**src/rtl/bus.sv**
```systemverilog
`default_nettype none
// ============================================================================
// Module : bus
// Fixed-priority multi-host to multi-device bus: windowed address decode and
// one-cycle response routing back to the granted host.
// Rev    : 1.0
// ============================================================================
module bus #(
  parameter int NrDevices    = 1,
  parameter int NrHosts      = 1,
  parameter int DataWidth    = 32,
  parameter int AddressWidth = 32
) (
  input  logic                    clk_i,
  input  logic                    rst_ni,

  input  logic                    host_req_i     [NrHosts],
  output logic                    host_gnt_o     [NrHosts],
  input  logic [AddressWidth-1:0] host_addr_i    [NrHosts],
  input  logic                    host_we_i      [NrHosts],
  input  logic [DataWidth/8-1:0]  host_be_i      [NrHosts],
  input  logic [DataWidth-1:0]    host_wdata_i   [NrHosts],
  output logic                    host_rvalid_o  [NrHosts],
  output logic [DataWidth-1:0]    host_rdata_o   [NrHosts],
  output logic                    host_err_o     [NrHosts],

  output logic                    device_req_o   [NrDevices],
  output logic [AddressWidth-1:0] device_addr_o  [NrDevices],
  output logic                    device_we_o    [NrDevices],
  output logic [DataWidth/8-1:0]  device_be_o    [NrDevices],
  output logic [DataWidth-1:0]    device_wdata_o [NrDevices],
  input  logic                    device_rvalid_i[NrDevices],
  input  logic [DataWidth-1:0]    device_rdata_i [NrDevices],
  input  logic                    device_err_i   [NrDevices],

  input  logic [AddressWidth-1:0] cfg_device_addr_base [NrDevices],
  input  logic [AddressWidth-1:0] cfg_device_addr_mask [NrDevices]
);

  localparam int C_HOST_IDX_W = (NrHosts   > 1) ? $clog2(NrHosts)   : 1;
  localparam int C_DEV_IDX_W  = (NrDevices > 1) ? $clog2(NrDevices) : 1;

  logic                    w_host_req;
  logic [C_HOST_IDX_W-1:0] w_host_sel;
  logic [AddressWidth-1:0] w_host_addr;
  logic                    w_host_we;
  logic [DataWidth/8-1:0]  w_host_be;
  logic [DataWidth-1:0]    w_host_wdata;

  logic                    w_dev_hit;
  logic [C_DEV_IDX_W-1:0]  w_dev_sel;

  logic                    w_rsp_rvalid;
  logic [DataWidth-1:0]    w_rsp_rdata;
  logic                    w_rsp_err;

  logic                    r_pending;
  logic                    r_miss;
  logic [C_HOST_IDX_W-1:0] r_host;
  logic [C_DEV_IDX_W-1:0]  r_dev;

  // Arbitration: scan high-to-low so the lowest requesting index wins.
  always_comb begin
    w_host_req   = 1'b0;
    w_host_sel   = '0;
    w_host_addr  = '0;
    w_host_we    = 1'b0;
    w_host_be    = '0;
    w_host_wdata = '0;
    for (int h = NrHosts - 1; h >= 0; h--) begin
      if (host_req_i[h]) begin
        w_host_req = 1'b1;
        w_host_sel = C_HOST_IDX_W'(h);
      end
    end
    for (int h = 0; h < NrHosts; h++) begin
      host_gnt_o[h] = w_host_req && (w_host_sel == C_HOST_IDX_W'(h));
      if (w_host_sel == C_HOST_IDX_W'(h)) begin
        w_host_addr  = host_addr_i[h];
        w_host_we    = host_we_i[h];
        w_host_be    = host_be_i[h];
        w_host_wdata = host_wdata_i[h];
      end
    end
  end

  // Decode and device-side fan-out; unselected devices see all zeros.
  always_comb begin
    w_dev_hit = 1'b0;
    w_dev_sel = '0;
    for (int d = NrDevices - 1; d >= 0; d--) begin
      if ((w_host_addr & cfg_device_addr_mask[d]) == cfg_device_addr_base[d]) begin
        w_dev_hit = 1'b1;
        w_dev_sel = C_DEV_IDX_W'(d);
      end
    end
    for (int d = 0; d < NrDevices; d++) begin
      device_req_o[d]   = 1'b0;
      device_addr_o[d]  = '0;
      device_we_o[d]    = 1'b0;
      device_be_o[d]    = '0;
      device_wdata_o[d] = '0;
      if (w_host_req && w_dev_hit && (w_dev_sel == C_DEV_IDX_W'(d))) begin
        device_req_o[d]   = 1'b1;
        device_addr_o[d]  = w_host_addr;
        device_we_o[d]    = w_host_we;
        device_be_o[d]    = w_host_be;
        device_wdata_o[d] = w_host_wdata;
      end
    end
  end

  always_ff @(posedge clk_i or negedge rst_ni) begin
    if (!rst_ni) begin
      r_pending <= 1'b0;
      r_miss    <= 1'b0;
      r_host    <= '0;
      r_dev     <= '0;
    end else begin
      r_pending <= w_host_req;
      if (w_host_req) begin
        r_miss <= !w_dev_hit;
        r_host <= w_host_sel;
        r_dev  <= w_dev_sel;
      end
    end
  end

  // Only the device that owns the outstanding request can reach a host.
  always_comb begin
    w_rsp_rvalid = 1'b0;
    w_rsp_rdata  = '0;
    w_rsp_err    = 1'b0;
    if (r_miss) begin
      w_rsp_rvalid = 1'b1;
      w_rsp_err    = 1'b1;
    end else begin
      for (int d = 0; d < NrDevices; d++) begin
        if (r_dev == C_DEV_IDX_W'(d)) begin
          w_rsp_rvalid = device_rvalid_i[d];
          w_rsp_rdata  = device_rdata_i[d];
          w_rsp_err    = device_err_i[d];
        end
      end
    end
    for (int h = 0; h < NrHosts; h++) begin
      host_rvalid_o[h] = 1'b0;
      host_rdata_o[h]  = '0;
      host_err_o[h]    = 1'b0;
      if (r_pending && (r_host == C_HOST_IDX_W'(h))) begin
        host_rvalid_o[h] = w_rsp_rvalid;
        host_rdata_o[h]  = w_rsp_rdata;
        host_err_o[h]    = w_rsp_err;
      end
    end
  end

endmodule
`default_nettype wire

```
**config.mk**
```make
export PLATFORM = sky130hd
export DESIGN_NAME = bus
export DESIGN_NICKNAME = d
export VERILOG_FILES = /design/src/rtl/bus.sv
export SDC_FILE = /design/constraint.sdc
export NUM_CORES = 1
export LEC_CHECK = 0
export CORE_AREA = 2 2 107 109
export CTS_CLUSTER_DIAMETER = 40
export DETAILED_ROUTE_END_ITERATION = 7
export DIE_AREA = 0 0 109 111
export DONT_BUFFER_PORTS = 1
export PLACE_DENSITY_LB_ADDON = 0.08
export SKIP_CTS_REPAIR_TIMING = 1
export SLEW_MARGIN = 20
export SYNTH_ARGS = -nofsm -noshare
export SYNTH_HDL_FRONTEND = slang
export SYNTH_SLANG_ARGS = --single-unit
```
**constraint.sdc**
```tcl
create_clock -name clk_i -period 3.85 [get_ports clk_i]
set_input_delay 0.1925 -clock clk_i [delete_from_list [all_inputs] [get_ports clk_i]]
set_output_delay 0.1925 -clock clk_i [all_outputs]
set_load 0.1 [all_outputs]
```
==> results.toml, run 1 <==
[yosys]
synth_seq_cells = 2
ys_async_sr_fraction_pct = 100.0
ys_types = 28
synth_warnings = 0
synth_flop_cell = "dfrtp_1"
synth_largest_area_cell = "nor3_2"
syn_nets = 444
synth_edf_count = 0
synth_top_area_share_pct = 35.61
ys_seq_area_share_pct = 2.581
post_synth.cell_area_avg_um2 = 7.078
syn_area_um2 = 1939
ys_top_cells_by_area = "nor3_2, inv_1, and2_1"
syn_inst = 274

[clock_network]
cts_buffer_depth = 2
h-tree-depth = 1
numCtsBuffers = 3
cts.sinks = 2
clk_latency_ns = 0.22
clk_pin_slew_ns = 0.03
tritoncts = "done"
root_buffer = "clkbuf_16"

[global_routing]
grt_remaining_overflow = 0
grtUsageTotal_pct = 11.67
grt_pass1_wl_mm = 10.57
grt_max_degree = 38
antenna_found_initial = 0
grt_pass1_vias = 1962

[pwr]
power_density_nw_per_um2 = 89.14
finalPower_w = 0.0002677
ir_drop_mv = 0.1031
power_leakage_nw = 1.724

[die]
die_area_um2 = 12100
core_area_um2 = 11080
fp.dieH_um = 111
initial_core_util_pct = 17.51
die_w_um = 109
io_pins = 275
fp-row-count = 39

[sta]
finalHoldViolCount = 0
max_freq_mhz = 380.9
tightestPinTransition_ns = 1.029
rsz0062_at_grt = "false"
setup_violations = 0
final_max_slew_viol_count = 0
tns_ns = 0
layout_min_cycle_time_ns = 2.625
finalCritPeriodShare_pct = 68.19
fin_skew_ns = 0
max-slew-margin-rel_pct = 31.88
hold_slack_ns = 0.007602

[routing]
drtPass1Iterations = 4
wl_per_cell_um = 15.89
wl_mm = 7.518
detail-route-antenna-nets = 0
remaining_drc_errors = 0
drt_iter0_markers = 60
vias = 2025
viasPerCell = 4.281

[layout]
drive_gt1_share_pct = 44.55
syn_to_final_growth_pct = 54.84
diodes = 0
nets = 502
final_area_um2 = 3003
final_cell_mix = "inv_1, nor3_4, buf_4, and2_1, nand2_1"

[outcome]
status = "finished, final reports clean"

[critical_path]
crit_chain = "and3b_1, nor4_2, nand4_1, or4_4, buf_4, nor3_4, buf_4"
slowest_delay_ns = 0.77
endpoint_kind = "output pin"
path_class = "input pin to output pin"
start_kind = "input pin"
slowest_stage = "or4_4"
cp.buffers_inverters = 2
cp_top_family = "simple AND/OR/NAND/NOR gates"
crit_top_cell = "buf_4"
worstPathArrival_ns = 2.43
crit_required_ns = 3.66
crit_fanout = 28

[place]
place_area_um2 = 2918
place_hpwl_mm = 6.812
portBuffers = 0
globalplace.congestion = 0.6843

[min_path]
hold_class = "input pin to flip-flop"

[flow_run]
maxCapViolCount = 0
worst paths after layout:
check | startpoint | to | slack (ns) | depth (start not counted)
max reg2reg | r_miss$_DFFE_PN0P_ | r_miss$_DFFE_PN0P_ | 3.10 | 1
min reg2reg | r_miss$_DFFE_PN0P_ | r_miss$_DFFE_PN0P_ | 0.60 | 1
min | host_req_i | r_pending$_DFF_PN0_ | 0.008 | 0
max in group asynchronous | rst_ni | r_pending$_DFF_PN0_ | 3.49 | 1
max | cfg_device_addr_mask[23] | device_wdata_o[4] | 1.22 | 7
min in group asynchronous | rst_ni | r_miss$_DFFE_PN0P_ | 0.22 | 1
report_power, final:
part / internal [W] / switching (W)
combinational: 0.0000338 / 0.0000587
clock: 0.000132 / 0.0000211
sequential: 0.0000217 / 0.000000489
synthesized netlist by cell type, types with 2 or more instances:
cell type and n:
nand2_1 23, a21oi_1 5, xnor2_1 16, nand3_1 2, nor3_2 69, clkbuf_1 6
inv_1 69, and3b_1 3, buf_12 7, nor4_1 4, buf_1 4, and3_1 5
xor2_1 7, and2_1 32, o21a_1 2, nand4_1 3, o22a_1 3, a21boi_0 3
dfrtp_1 2
state kept, by name (all words and copies together), names as in the netlist:
| register | count |
|---|---|
| r_pending | 1 |
| r_miss | 1 |
through the flow:
stage / worst slack (ns) / std cells / utilization [%]
finish: 1.225 / 473 / 27.11
global route: 1.134 / 473 / 27.11
CTS: 1.152 / 472 / 27.02
detailed placement: 1.155 / 469 / 26.34
global placement: 1.167 / 469 / 26.34
floorplan: 0.9668 / 274 / -
per-layer routing:
layer / share of wire (%) / GRT usage (%) / vias up
met5: 0 / 0 / -
met4: 0.45 / 1.795 / 0
met3: 9.6 / 2.175 / 2
met2: 60 / 24.89 / 155
met1: 30 / 11.09 / 887
li1: - / - / 981
final cells by class:
cell class,count,area [um2]
fill,1206,8074
timing repair buffer,72,568.0
tap,143,178.9
clock buffer,3,75.07
inverter,69,259.0
sequential,2,50.05
multi-input combinational,184,1872
cell families after synthesis:
group                     count (synthesis)  synth area share (%)
xor gates and xnor gates                 23                 10.39
AOI/OAI and AO/OA                        16                 5.870
and+or+nand+nor                         145                 57.68
buffers and inverters                    88                 23.48
DFF                                       2                 2.581
(Power assumes the default switching activity.)
==> inputs of run 2 (changes only) <==
==> constraint.sdc (replaced) <==
create_clock -name clk_i -period 2.3 [get_ports clk_i]
set_input_delay 0.115 -clock clk_i [delete_from_list [all_inputs] [get_ports clk_i]]
set_output_delay 0.115 -clock clk_i [all_outputs]
set_load 0.1 [all_outputs]
==> run 2 against run 1 <==
Global-route usage increased by 1.1 points. Non-clock buffer count increased by 38. Via count increased by 8.0%. Clock skew unchanged. Sequential share of layout area decreased by 0.57 points. Largest cell class is now buffers. Critical path depth unchanged. Flip-flop and latch count unchanged.
==> results.toml, run 2 (synthesis gave the netlist of run 1 again) <==
[die]
io_pins = 275
die_area_um2 = 12100
fp.dieH_um = 111
initial_core_util_pct = 17.51
fp-row-count = 39
core_area_um2 = 11080
die_w_um = 109

[sta]
fin_skew_ns = 0
setup_ws_ns = 0.2458
final_max_slew_viol_count = 0
max_freq_mhz = 486.8
max-slew-margin-rel_pct = 46.47
finalCritPeriodShare_pct = 89.31
tightestPinTransition_ns = 0.8030
layout_min_cycle_time_ns = 2.054
setup_violations = 0
finalHoldViolCount = 0
rsz0062_at_grt = "false"

[critical_path]
r2r-start = "r_miss$_DFFE_PN0P_"
slowest_delay_ns = 0.48
crit_required_ns = 2.18
crit_chain = "and3b_1, nor4_2, nand4_1, or4_4, buf_12, nor3_4, buf_12"
ff2ff_setup_slack_ns = 1.56
crit_top_cell = "buf_12"
reg2reg_depth = 1
start_kind = "input pin"
endpoint_kind = "output pin"
crit_fanout = 46
slowest_stage = "or4_4"
worstPathArrival_ns = 1.94
path_class = "input pin to output pin"
reg2reg_to = "r_miss$_DFFE_PN0P_"

[layout]
final_cell_mix = "buf_12, inv_1, nor3_4, and2_1, nand2_1"
final_common_cell = "buf_12"
reg_top3 = "r_miss (1), r_pending (1)"
drive_gt1_share_pct = 50.00
syn_to_final_growth_pct = 136.1
nets = 540
diodes = 0
stdcell_count = 511
post-route-util_pct = 41.34

[clock_network]
clk_pin_slew_ns = 0.03
numCtsBuffers = 3
clk_latency_ns = 0.22
cts_buffer_depth = 2
root_buffer = "clkbuf_16"
tritoncts = "done"
h-tree-depth = 1
cts.sinks = 2

[routing]
remaining_drc_errors = 0
drtPass1Iterations = 3
detail-route-antenna-nets = 0
vias = 2186
wl_mm = 8.042
wl_per_cell_um = 15.74
drt_iter0_markers = 44
viasPerCell = 4.278

[pwr]
switching_share_pct = 30.42
power_density_nw_per_um2 = 99.63
internal_power_w = 0.0003175
clkPwrFrac_pct = 56.9
ir_drop_mv = 0.1567
p_sw_w = 0.0001388
share_comb_of_total_power_pct = 34.8
seq_power_share_pct = 8.2
power_leakage_nw = 2.209

[place]
globalplace.congestion = 0.7306
portBuffers = 0
place_hpwl_mm = 7.211
dp_cells = 506
dpl_worst_slack_ns = 0.2464

[outcome]
status = "finished, final reports clean"

[global_routing]
grt_pass1_wl_mm = 11.79
grt_remaining_overflow = 0
grtUsageTotal_pct = 12.75
antenna_found_initial = 0
grt_max_degree = 72
grt_pass1_vias = 2250

[min_path]
hp-start = "host_req_i"
min_path_cells = 1
hold_class = "input pin to flip-flop"
hold_path_end = "r_miss$_DFFE_PN0P_"

[flow_run]
maxCapViolCount = 0
## run 2: changes by cell type in the layout (fill, tap and decap cells not counted)
cell and delta:
buf_12 +103, buf_4 -66, dlygate4sd3_1 +1
## run 2: layout make-up
type / count / area [um2]
Fill cell: 1088 / 6497
Timing Repair Buffer: 110 / 2145
Multi-Input combinational cell: 184 / 1872
Inverter: 69 / 259.0
Tap cell: 143 / 178.9
Clock buffer: 3 / 75.07
Sequential cell: 2 / 50.05
## run 2: routing by layer
| layer | up-vias | part of all wire (%) | global-route usage (%) |
|---|---|---|---|
| met1 | 969 | 30 | 12.20 |
| met2 | 157 | 57 | 25.38 |
| met3 | 8 | 12 | 3.762 |
| met5 | - | 0 | 0 |
| met4 | 0 | 1.3 | 3.504 |
| li1 | 1052 | - | - |
## run 2: power groups by stage
stage	Clock, W	Sequential [W]	Combinational [W]
after floorplan	0	0.0000372	0.000122
after global placement	0	0.0000377	0.000158
after detailed placement	0	0.0000379	0.000159
after CTS	0.000263	0.0000375	0.000160
after global routing	0.000264	0.0000376	0.000177
final	0.000260	0.0000375	0.000159
## run 2: critical path, delay by kind of cell
kind / cells / cell delay [ns]
and+or+nand+nor: 5 / 1.27
buffers and inverters: 2 / 0.45
## run 2: worst max-delay path by stage
stage,from,to,cells after the start
floorplan,cfg_device_addr_mask[23],device_wdata_o[22],7
global placement,cfg_device_addr_mask[23],device_wdata_o[22],7
detailed placement,cfg_device_addr_mask[23],device_wdata_o[24],7
CTS,cfg_device_addr_mask[23],device_wdata_o[24],7
global route,cfg_device_addr_mask[23],device_wdata_o[26],7
finish,cfg_device_addr_mask[23],device_wdata_o[1],7
## run 2: per-stage QoR
stage / hold WS (ns) / setup TNS [ns] / area, um2 / total power, W
after floorplan: -0.1806 / -25.69 / 1942 / 0.0001590
after global placement: -0.1803 / 0 / 4484 / 0.0001952
after detailed placement: -0.1803 / 0 / 4484 / 0.0001965
after CTS: -0.4100 / 0 / 4559 / 0.0004603
after global routing: 0.04454 / 0 / 4579 / 0.0004786
final: 0.03292 / 0 / 4579 / 0.0004563
==> inputs of run 3 (changes only) <==
--- a/config.mk
+++ b/config.mk
@@ -5,11 +5,14 @@
 export SDC_FILE = /design/constraint.sdc
 export NUM_CORES = 1
 export LEC_CHECK = 0
-export CORE_AREA = 2 2 107 109
+export BUFFER_PORTS_ARGS = -buffer_cell sky130_fd_sc_hd__clkbuf_2
+export CELL_PAD_IN_SITES_DETAIL_PLACEMENT = 1
+export CELL_PAD_IN_SITES_GLOBAL_PLACEMENT = 1
+export CORE_ASPECT_RATIO = 1.1
+export CORE_MARGIN = 2
+export CORE_UTILIZATION = 16
 export CTS_CLUSTER_DIAMETER = 40
 export DETAILED_ROUTE_END_ITERATION = 7
-export DIE_AREA = 0 0 109 111
-export DONT_BUFFER_PORTS = 1
 export PLACE_DENSITY_LB_ADDON = 0.08
 export SKIP_CTS_REPAIR_TIMING = 1
 export SLEW_MARGIN = 20
==> run 3 against run 2 <==
Power up 30%. Cell area rose by 9.0%. Sequential share of layout area fell by 0.090 points. Critical path depth is 1 higher. Global-route usage up 3.3 points. Die area grew 7.6%. Sequential power is 2% lower. Utilization up 0.51 points. Critical path type unchanged.
==> results.toml, run 3 (synthesis gave the netlist of run 1 again) <==
[min_path]
hold_path_end = "r_pending$_DFF_PN0_"
hold_class = "input pin to flip-flop"
min_path_cells = 1
hp-start = "host_req_i"

[critical_path]
cp_top_family = "simple AND/OR/NAND/NOR gates"
endpoint_kind = "output pin"
ff2ff_setup_slack_ns = 1.56
slowest_stage = "or4_4"
crit_fanout = 21
crit_required_ns = 2.18
r2r-start = "r_miss$_DFFE_PN0P_"
path_class = "input pin to output pin"
reg2reg_depth = 1
start_kind = "input pin"
crit_chain = "clkbuf_2, and3b_1, nor4_2, nand4_1, or4_4, buf_4, nor3_2, buf_12"
cp.buffers_inverters = 3
slowest_delay_ns = 0.46
reg2reg_to = "r_miss$_DFFE_PN0P_"
worstPathArrival_ns = 1.99
cp.depth = 8

[die]
die_area_um2 = 13020
io_pins = 275
core_area_um2 = 11930
fp.dieH_um = 119.5
die_w_um = 109.0
initial_core_util_pct = 16.26
fp-row-count = 42

[routing]
remaining_drc_errors = 0
vias = 2810
viasPerCell = 4.061
detail-route-antenna-nets = 0
drt_iter0_markers = 72
wl_mm = 10.70
wl_per_cell_um = 15.46
drtPass1Iterations = 4

[clock_network]
clk_latency_ns = 0.22
root_buffer = "clkbuf_16"
h-tree-depth = 1
clk_pin_slew_ns = 0.03
numCtsBuffers = 3
cts_buffer_depth = 2
tritoncts = "done"
cts.sinks = 2

[sta]
fin_skew_ns = 0
tightestPinTransition_ns = 0.5866
tns_ns = 0
max-slew-margin-rel_pct = 61.06
setup_ws_ns = 0.1948
rsz0062_at_grt = "false"
max_freq_mhz = 475.0
layout_min_cycle_time_ns = 2.105
finalCritPeriodShare_pct = 91.53
final_max_slew_viol_count = 0
setup_violations = 0
finalHoldViolCount = 0

[global_routing]
use_met2_pct = 31.17
grt_max_degree = 69
grt_use_met3_pct = 5.747
antenna_found_initial = 0
use_met1_pct = 16.14
busiest_layer = "met2"
grtUsageTotal_pct = 16.08
grt_pass1_vias = 3062
grt_remaining_overflow = 0
grt_pass1_wl_mm = 16.39

[layout]
final_common_cell = "clkbuf_2"
final_cell_mix = "clkbuf_2, buf_12, inv_1, nor3_2, and2_1"
nets = 710
stdcell_count = 692
final_area_um2 = 4992
reg_top3 = "r_miss (1), r_pending (1)"
syn_to_final_growth_pct = 157.4
diodes = 0
drive_gt1_share_pct = 65.99

[place]
dp_cells = 688
place_area_um2 = 4907
portBuffers = 274
place_hpwl_mm = 9.600
dpl_worst_slack_ns = 0.1829
globalplace.congestion = 0.7762

[flow_run]
maxCapViolCount = 0

[pwr]
power_leakage_nw = 2.332
power_density_nw_per_um2 = 119.2
ir_drop_mv = 0.1394

[outcome]
status = "finished, final reports clean"
==> run 3: changes by cell type in the layout (fill, tap and decap cells not counted), sizes merged <==
cell and delta:
dlygate4sd3 -1, buf -1, clkbuf +172
==> run 3: how the worst max path moves through the flow <==
stage / startpoint / to / slack, ns
after global placement: cfg_device_addr_mask[23] / device_addr_o[6] / 0.24
after CTS: cfg_device_addr_mask[23] / device_addr_o[1] / 0.17
after global routing: cfg_device_addr_base[23] / device_addr_o[15] / 0.06
after floorplan: cfg_device_addr_mask[23] / device_wdata_o[22] / -0.37
final: cfg_device_addr_mask[23] / device_addr_o[1] / 0.19
after detailed placement: cfg_device_addr_mask[23] / device_addr_o[21] / 0.18
==> run 3: per-layer routing <==
layer | share of wire (%) | vias to the layer above | wire [um]
li1 | - | 1382 | -
met1 | 32 | 1261 | 3380
met2 | 55 | 159 | 5870
met3 | 12 | 8 | 1321
met4 | 1.2 | 0 | 124
met5 | 0 | - | 0
==> run 3: final cells by class <==
cell class              count  area [um2]
inverters                  69       259.0
flip-flops and latches      2       50.05
well taps                 154       192.7
fillers                  1402        6937
clock buffers               3       75.07
multi-input cells         184        1440
repair buffers            280        2975
==> run 3: stage by stage <==
stage                     total power (W)  util [%]  hold WS, ns
final                           0.0005949     41.85      0.08844
after detailed placement        0.0003374     41.14     -0.09611
after floorplan                 0.0001590         -      -0.1806
after global routing            0.0006390     41.85      0.09285
after global placement          0.0003304     41.14     -0.09842
after CTS                       0.0006055     41.77      -0.3217
==> run 3: report_power, final <==
group           total, W  switching, W  internal, W
clock network   0.000261     0.0000396     0.000221
logic           0.000297      0.000141     0.000156
registers      0.0000369   0.000000565    0.0000364
total           0.000595      0.000181     0.000414
